## src/rtl/sprite_rom_arbiter.sv

```systemverilog
// rtl/sprite_rom_arbiter.sv - round-robin arbiter sharing one synchronous sprite/tile ROM
// between the layer fetchers, with in-flight tracking and per-owner read-data return.
module sprite_rom_arbiter #(
  parameter int NUM_REQ = 3,
  parameter int ADDR_W  = 8,
  parameter int DATA_W  = 3,
  parameter int ROM_LAT = 1
) (
  input  logic                      clk,
  input  logic                      rst,
  input  logic [NUM_REQ-1:0]        req,
  input  logic [NUM_REQ*ADDR_W-1:0] addr,
  output logic [NUM_REQ-1:0]        gnt,
  output logic [NUM_REQ-1:0]        rvalid,
  output logic [DATA_W-1:0]         rdata,
  output logic                      rom_en,
  output logic [ADDR_W-1:0]         rom_addr,
  input  logic [DATA_W-1:0]         rom_data,
  output logic                      busy
);

  localparam int ID_W = (NUM_REQ > 1) ? $clog2(NUM_REQ) : 1;

  logic [ID_W-1:0]    ptr;
  logic [NUM_REQ-1:0] eligible;
  logic               win_found;
  logic [ID_W-1:0]    win_id;

  logic [ROM_LAT:0]   pipe_valid;
  logic [ID_W-1:0]    pipe_id [0:ROM_LAT];

  // A requester granted this cycle is masked so a held req waits one cycle.
  always_comb begin
    eligible  = req & ~gnt;
    win_found = 1'b0;
    win_id    = ptr;
    for (int k = 1; k <= NUM_REQ; k++) begin
      int idx;
      idx = int'(ptr) + k;
      if (idx >= NUM_REQ) idx = idx - NUM_REQ;
      if (!win_found && eligible[idx]) begin
        win_found = 1'b1;
        win_id    = ID_W'(idx);
      end
    end
  end

  assign busy = |pipe_valid;

  always_ff @(posedge clk or posedge rst) begin
    if (rst) begin
      gnt        <= '0;
      rvalid     <= '0;
      rdata      <= '0;
      rom_en     <= 1'b0;
      rom_addr   <= '0;
      ptr        <= ID_W'(NUM_REQ - 1);
      pipe_valid <= '0;
      for (int k = 0; k <= ROM_LAT; k++) pipe_id[k] <= '0;
    end else begin
      gnt    <= '0;
      rom_en <= win_found;
      if (win_found) begin
        gnt[win_id] <= 1'b1;
        rom_addr    <= addr[win_id*ADDR_W +: ADDR_W];
        ptr         <= win_id;
      end

      // Stage k holds the read issued k cycles ago; the last stage lines up with rom_data.
      pipe_valid <= {pipe_valid[ROM_LAT-1:0], win_found};
      pipe_id[0] <= win_id;
      for (int k = 1; k <= ROM_LAT; k++) pipe_id[k] <= pipe_id[k-1];

      rvalid <= '0;
      if (pipe_valid[ROM_LAT]) begin
        rvalid[pipe_id[ROM_LAT]] <= 1'b1;
        rdata                    <= rom_data;
      end
    end
  end

endmodule

```

## config.mk

```make
export PLATFORM = sky130hd
export DESIGN_NAME = sprite_rom_arbiter
export DESIGN_NICKNAME = d
export VERILOG_FILES = /design/src/rtl/sprite_rom_arbiter.sv
export SDC_FILE = /design/constraint.sdc
export NUM_CORES = 1
export LEC_CHECK = 0
export CORE_UTILIZATION = 36
export CTS_CLUSTER_SIZE = 8
export DETAILED_ROUTE_END_ITERATION = 6
export GPL_ROUTABILITY_DRIVEN = 0
export PLACE_DENSITY = 0.82
export REMOVE_ABC_BUFFERS = 1
export SYNTH_ARGS = -nofsm -noshare
export SYNTH_HDL_FRONTEND = slang
export SYNTH_SLANG_ARGS = --single-unit
```

## constraint.sdc

```tcl
create_clock -name clk -period 2.3 [get_ports clk]
set_input_delay 0.46 -clock clk [delete_from_list [all_inputs] [get_ports clk]]
set_output_delay 0.46 -clock clk [all_outputs]
set_load 0.02 [all_outputs]
```

After elaboration in Yosys (flattened, before gate mapping)
Index checks and enable logic that the tools add are counted.

cells by class
  shift-type cells = 1
  bitwise logic cells = 2
  muxes and demuxes = 24
  $lt $le $gt $ge = 10
  reduce and logical (&&, ||, !) cells = 7
  $add $sub $neg = 6

operators by type and width
  operator             count
  $lt 32x4->1 const B  3
  $mux 32              3
  $shiftx 24x6->8      1
  $sub 3x2->4 const B  3
  $mux 1               11
  $ge 3x2->1 const B   3
  $add 2x2->3 const B  2
  $bmux 1 s2           3
  $lt 2x3->1 const B   2
  $mux 2               3
  $mux 3               2
  $demux 1 s2          2
  $ge 2x1->1 const B   2
  $logic_and 1x1->1    4
  $add 2x1->3 const B  1
  $and 3x3->3          1
  $not 3->3            1
  $logic_not 1->1      2
  $reduce_or 2->1      1

word-level totals
  register bits = 26
  logic and storage cells = 59
  bits of input ports = 32

Depth between registers and ports, before layout
  depth after elaboration = 18
  mapped depth = 9

Worst setup path before layout
No wires, ideal clock.

  path kind = register to register
  start = reg ptr[1]
  end = reg rom_addr[0]
  data required time = 2.196 ns
  setup slack = -0.009 ns
  data arrival time = 2.205 ns
  buffers on the path = 1
  cell stages (with the launch flop) = 9
  library setup time = 0.104 ns
  path through = dfstp_2 -> inv_1 -> ha_1 -> or4b_1 -> a211oi_1 -> a211oi_2 -> buf_6 -> mux2i_1 -> a221oi_1

between the ends
  cells in the longest elaborated chain, start to end = 14
  elaborated cells between the ends (all ways) = 32
  those cells by class = add/sub (6); order compare (3); shift (1); mux (18); reduce/logical (4)

RTL lines
  item                                        RTL line  text
  start: declaration                          24        logic [ID_W-1:0] ptr;
  start signal: assignment                    57        ptr <= ID_W'(NUM_REQ - 1);
  start signal: assignment                    66        ptr <= win_id;
  $add 2x1->3                                 39        idx = int'(ptr) + k;
  $sub 3x2->4 or $ge 3x2->1 (tied branches)   40        if (idx >= NUM_REQ) idx = idx - NUM_REQ;
  $mux 32                                     40
  $bmux 1 s2                                  41        if (!win_found && eligible[idx]) begin
  $mux 1 (not written as such) (2 in series)  41
  $mux 1                                      41
  $logic_not 1->1                             41
  $logic_and 1x1->1                           41
  $mux 1                                      41
  $logic_not 1->1                             41
  $logic_and 1x1->1                           41
  $mux 2                                      41
  $shiftx 24x6->8                             65        rom_addr <= addr[win_id*ADDR_W +: ADDR_W];
  end signal: assignment                      65
  end: declaration                            17        output logic [ADDR_W-1:0] rom_addr,

Several ways; a longest one is shown, not always the timed one. The select of a mux whose other input is x is not followed.
A chain may end at the register's enable or synchronous reset.

Worst setup path in the final report
Ends and elaborated chain as after synthesis.

==> impl_metrics.py <==
metrics = {
    "timing": {
        "rsz_0062_raised_after_global_routing": "yes",
        "max_freq_mhz": 402.4,
        "drv_slew": 0,
        "final_setup_violation_count": 12,
        "layout_worst_path_cycle_share_pct": 108.0,
        "fin_worst_skew_ps": 12.38,
        "final.setup.worst_slack_ps": -184.8,
        "slew_headroom_pct": 64.89,
        "worst_slew_pin_slew_ps": 524.7,
        "hold_violations": 0,
        "min_period_ps": 2485,
        "hold_ws_ps": 384.4,
    },
    "setup_path": {
        "setup.worst_path.start_class": "flip-flop",
        "crit_buf_inv": 3,
        "worst-path-stages": 9,
        "cell_at_the_slowest_stage_of_the_critical_path": "sky130_fd_sc_hd__dfstp_2",
        "critical_path.max_stage_delay_ps": 560,
        "worst_r2r_path_depth": 9,
        "worstSetupEndpointType": "flip-flop",
        "cp_data_required_time_ps": 2540,
        "timing.critical_path.fanout_max": 5,
        "critical_path.cell_chain": "inv_2, ha_4, buf_4, nor4b_4, nor3_4, a211oi_4, buf_6, mux2i_2, a221oi_2",
        "critPathKind": "flip-flop to flip-flop",
        "arrival_ps": 2720,
        "critPathTopFamily": "flip-flops",
    },
    "global_routing": {
        "pin_count_of_the_biggest_net_entering_global_routing": 26,
        "antenna_found_initial": 0,
        "number_of_global_route_vias_before_repair": 1249,
        "grt.total_usage_pct": 22.40,
        "grt_overflow": 0,
        "global_route_wire_length_before_repair_mm": 5.934,
    },
    "cts": {
        "number_of_clock_buffers_inserted_by_tritoncts": 3,
        "clock_latency_on_the_worst_skew_pair_ps": 340,
        "cts_tree": "done",
        "cts.sinks": 25,
        "hold_buffers": 0,
        "cts.path.max_buffers": 2,
        "ctsHtreeMaxLevel": 1,
        "clk_root_buffer_cell": "sky130_fd_sc_hd__clkbuf_4",
        "clkTransAtPathRegs_ps": 150,
    },
    "synth": {
        "synth_seq_area_share_pct": 48.50,
        "synth_enable_flop_cells": 0,
        "synthesized_flop_and_latch_total": 25,
        "ys_async_sr_fraction_pct": 100.0,
        "avg_cell_area_syn_um2": 11.97,
        "cell_types_occupying_the_most_area_after_synthesis": "sky130_fd_sc_hd__dfrtp_1 46%, sky130_fd_sc_hd__mux2i_1 7.0%, sky130_fd_sc_hd__a221oi_1 5.4%",
        "ys.flop_type": "sky130_fd_sc_hd__dfrtp_1",
        "distinct_cell_type_count_after_synthesis": 33,
        "post-synth-top-area-cell": "sky130_fd_sc_hd__dfrtp_1",
        "top_post_synthesis_cells_by_count": "24 x sky130_fd_sc_hd__dfrtp_1, 13 x sky130_fd_sc_hd__nor2_1, 11 x sky130_fd_sc_hd__inv_1",
        "post-synth-top-area-fraction_pct": 46.47,
        "synth.most_common_cell": "sky130_fd_sc_hd__dfrtp_1",
        "synthesis.instances": 108,
        "syn_area_um2": 1292,
        "synthesis.yosys.warnings": 0,
    },
    "detailed_routing": {
        "drt-wirelength-per-cell_um": 17.75,
        "totalWireLength_mm": 4.242,
        "detail_route.iter0.violations": 41,
        "drc_violation_count_after_routing": 0,
        "dr_total_vias": 1247,
        "route.detailed.vias_per_inst": 5.218,
        "drt_pass1_iterations": 4,
        "antenna_left": 0,
    },
    "cells_and_area": {
        "finish.utilization_pct": 69.62,
        "seq_area_um2": 626.9,
        "final_nets": 230,
        "fillerInstances": 236,
        "instances_no_fill": 239,
        "number_of_diodes_added_for_antenna_fixing": 0,
        "final_area_um2": 2360,
        "multi_input_comb_area_um2": 818.3,
        "drive_gt1_share_pct": 40.41,
        "synthToLayoutAreaGrowth_pct": 82.57,
    },
    "power": {
        "seq_power_share_pct": 18.7,
        "power_switching_share_pct": 43.32,
        "power_frac_clock_pct": 4.9,
        "p_sw_mw": 1.884,
        "power_density_nw_per_um2": 1843,
        "total_leakage_power_nw": 1.021,
        "ir_drop_v": 0.0008771,
        "totalPowerFinal_mw": 4.348,
        "cell_internal_pwr_mw": 2.464,
        "comb_power_share_pct": 76.5,
    },
    "floorplan": {
        "initial_utilization_pct": 38.13,
        "die_area_um2": 3834,
        "design.portCount": 51,
        "core_region_area_um2": 3390,
        "chipWidth_um": 61.92,
        "dieHeight_um": 61.92,
        "rows": 21,
    },
    "min_path": {
        "timing.hold.worst_path_depth": 0,
        "holdCritPathClass": "flip-flop to flip-flop",
    },
    "placed_design": {
        "postPlaceCellArea_um2": 1973,
        "port-buffer-count": 50,
        "dp_hpwl_mm": 2.516,
        "numPlacedInstances": 221,
    },
    "run_status": {
        "failing_checks": "setup timing",
        "outcome": "finished with violations",
    },
    "flow_run": {
        "reported_max_cap_violation_count": 0,
    },
}
==> power groups by stage <==
| stage | registers [mW] | logic, mW | clock network (mW) |
|---|---|---|---|
| 6_report | 0.811 | 3.33 | 0.211 |
| 5_1_grt | 0.843 | 3.50 | 0.231 |
| 4_1_cts | 0.808 | 2.59 | 0.213 |
| 3_5_place_dp | 0.813 | 2.17 | 0 |
| 3_3_place_gp | 0.804 | 2.08 | 0 |
| 2_1_floorplan | 0.976 | 1.09 | 0 |
==> metrics by stage <==
stage	setup TNS, ps	worst slack [ps]
final	-1389	-184.8
after global routing	-2136	-221.0
after CTS	-1746	-261.0
after detailed placement	-4408	-578.8
after global placement	-3210	-385.9
after floorplan	-1758	-217.3
==> path summary, 6_finish.rpt <==
path | startpoint | endpoint | slack, ps
worst min-delay path | pipe_id[2]$_DFF_PP0_ | pipe_id[0]$_DFF_PP0_ | 380
min in group asynchronous | rst | rdata[2]$_DFFE_PP0P_ | 460
max in group asynchronous | rst | ptr[1]$_DFFE_PP1P_ | 1540
worst max-delay path | ptr[1]$_DFFE_PP1P_ | rom_addr[0]$_DFFE_PP0P_ | -180
worst max register to register | ptr[1]$_DFFE_PP1P_ | rom_addr[0]$_DFFE_PP0P_ | -180
worst min register to register | pipe_id[2]$_DFF_PP0_ | pipe_id[0]$_DFF_PP0_ | 380
==> area by class of cell <==
type	instances	area share, %
clock buffers	3	0.9544
clock inverters	1	0.3181
inverters	11	1.750
multi-input cells	70	34.68
flip-flops and latches	25	26.56
well taps	46	2.439
repair buffers	83	33.30
==> per-layer routing <==
layer  share of wire, %  up-vias  global-route usage (%)
met5                  0        -                       0
met4                2.3        0                   9.841
met3                5.6        8                   3.934
met2                 52       59                   39.32
met1                 40      612                   26.91
li1                   -      568                       -
==> cell families after synthesis <==
kind of cell / count (synthesis) / synth area share, %
mux: 12 / 9.584
fa+ha+maj: 4 / 3.872
flops: 25 / 48.50
buf+inv: 14 / 5.324
simple gates: 37 / 21.49
compound gates: 16 / 11.23
==> sequential cells by signal, indices dropped and copies added, names as in the netlist <==
signal,count
rom_addr,8
rvalid,3
pipe_valid,2
rdata,3
pipe_id,4
ptr,2
gnt,3
==> cell usage in the layout, fill, tap and decap left out, types with 2 or more instances in the layout <==
cell	n
sky130_fd_sc_hd__mux2i_1	4
sky130_fd_sc_hd__nor4b_4	2
sky130_fd_sc_hd__buf_6	10
sky130_fd_sc_hd__a41o_1	2
sky130_fd_sc_hd__clkdlybuf4s50_1	50
sky130_fd_sc_hd__clkbuf_4	3
sky130_fd_sc_hd__mux2i_2	4
sky130_fd_sc_hd__inv_1	10
sky130_fd_sc_hd__mux2_2	3
sky130_fd_sc_hd__dfrtp_1	24
sky130_fd_sc_hd__a211oi_4	3
sky130_fd_sc_hd__a221oi_2	8
sky130_fd_sc_hd__buf_4	23
sky130_fd_sc_hd__nand2_1	3
sky130_fd_sc_hd__nor2_1	12
sky130_fd_sc_hd__ha_4	2
==> repair_timing <==
action,in CTS,in global routing
setup buffers,5,8
setup endpoints to repair,10,15
gates resized for setup,16,38
cloned,2,1
pin swaps,16,10
No activity file was read; power rests on OpenSTA's default activity.
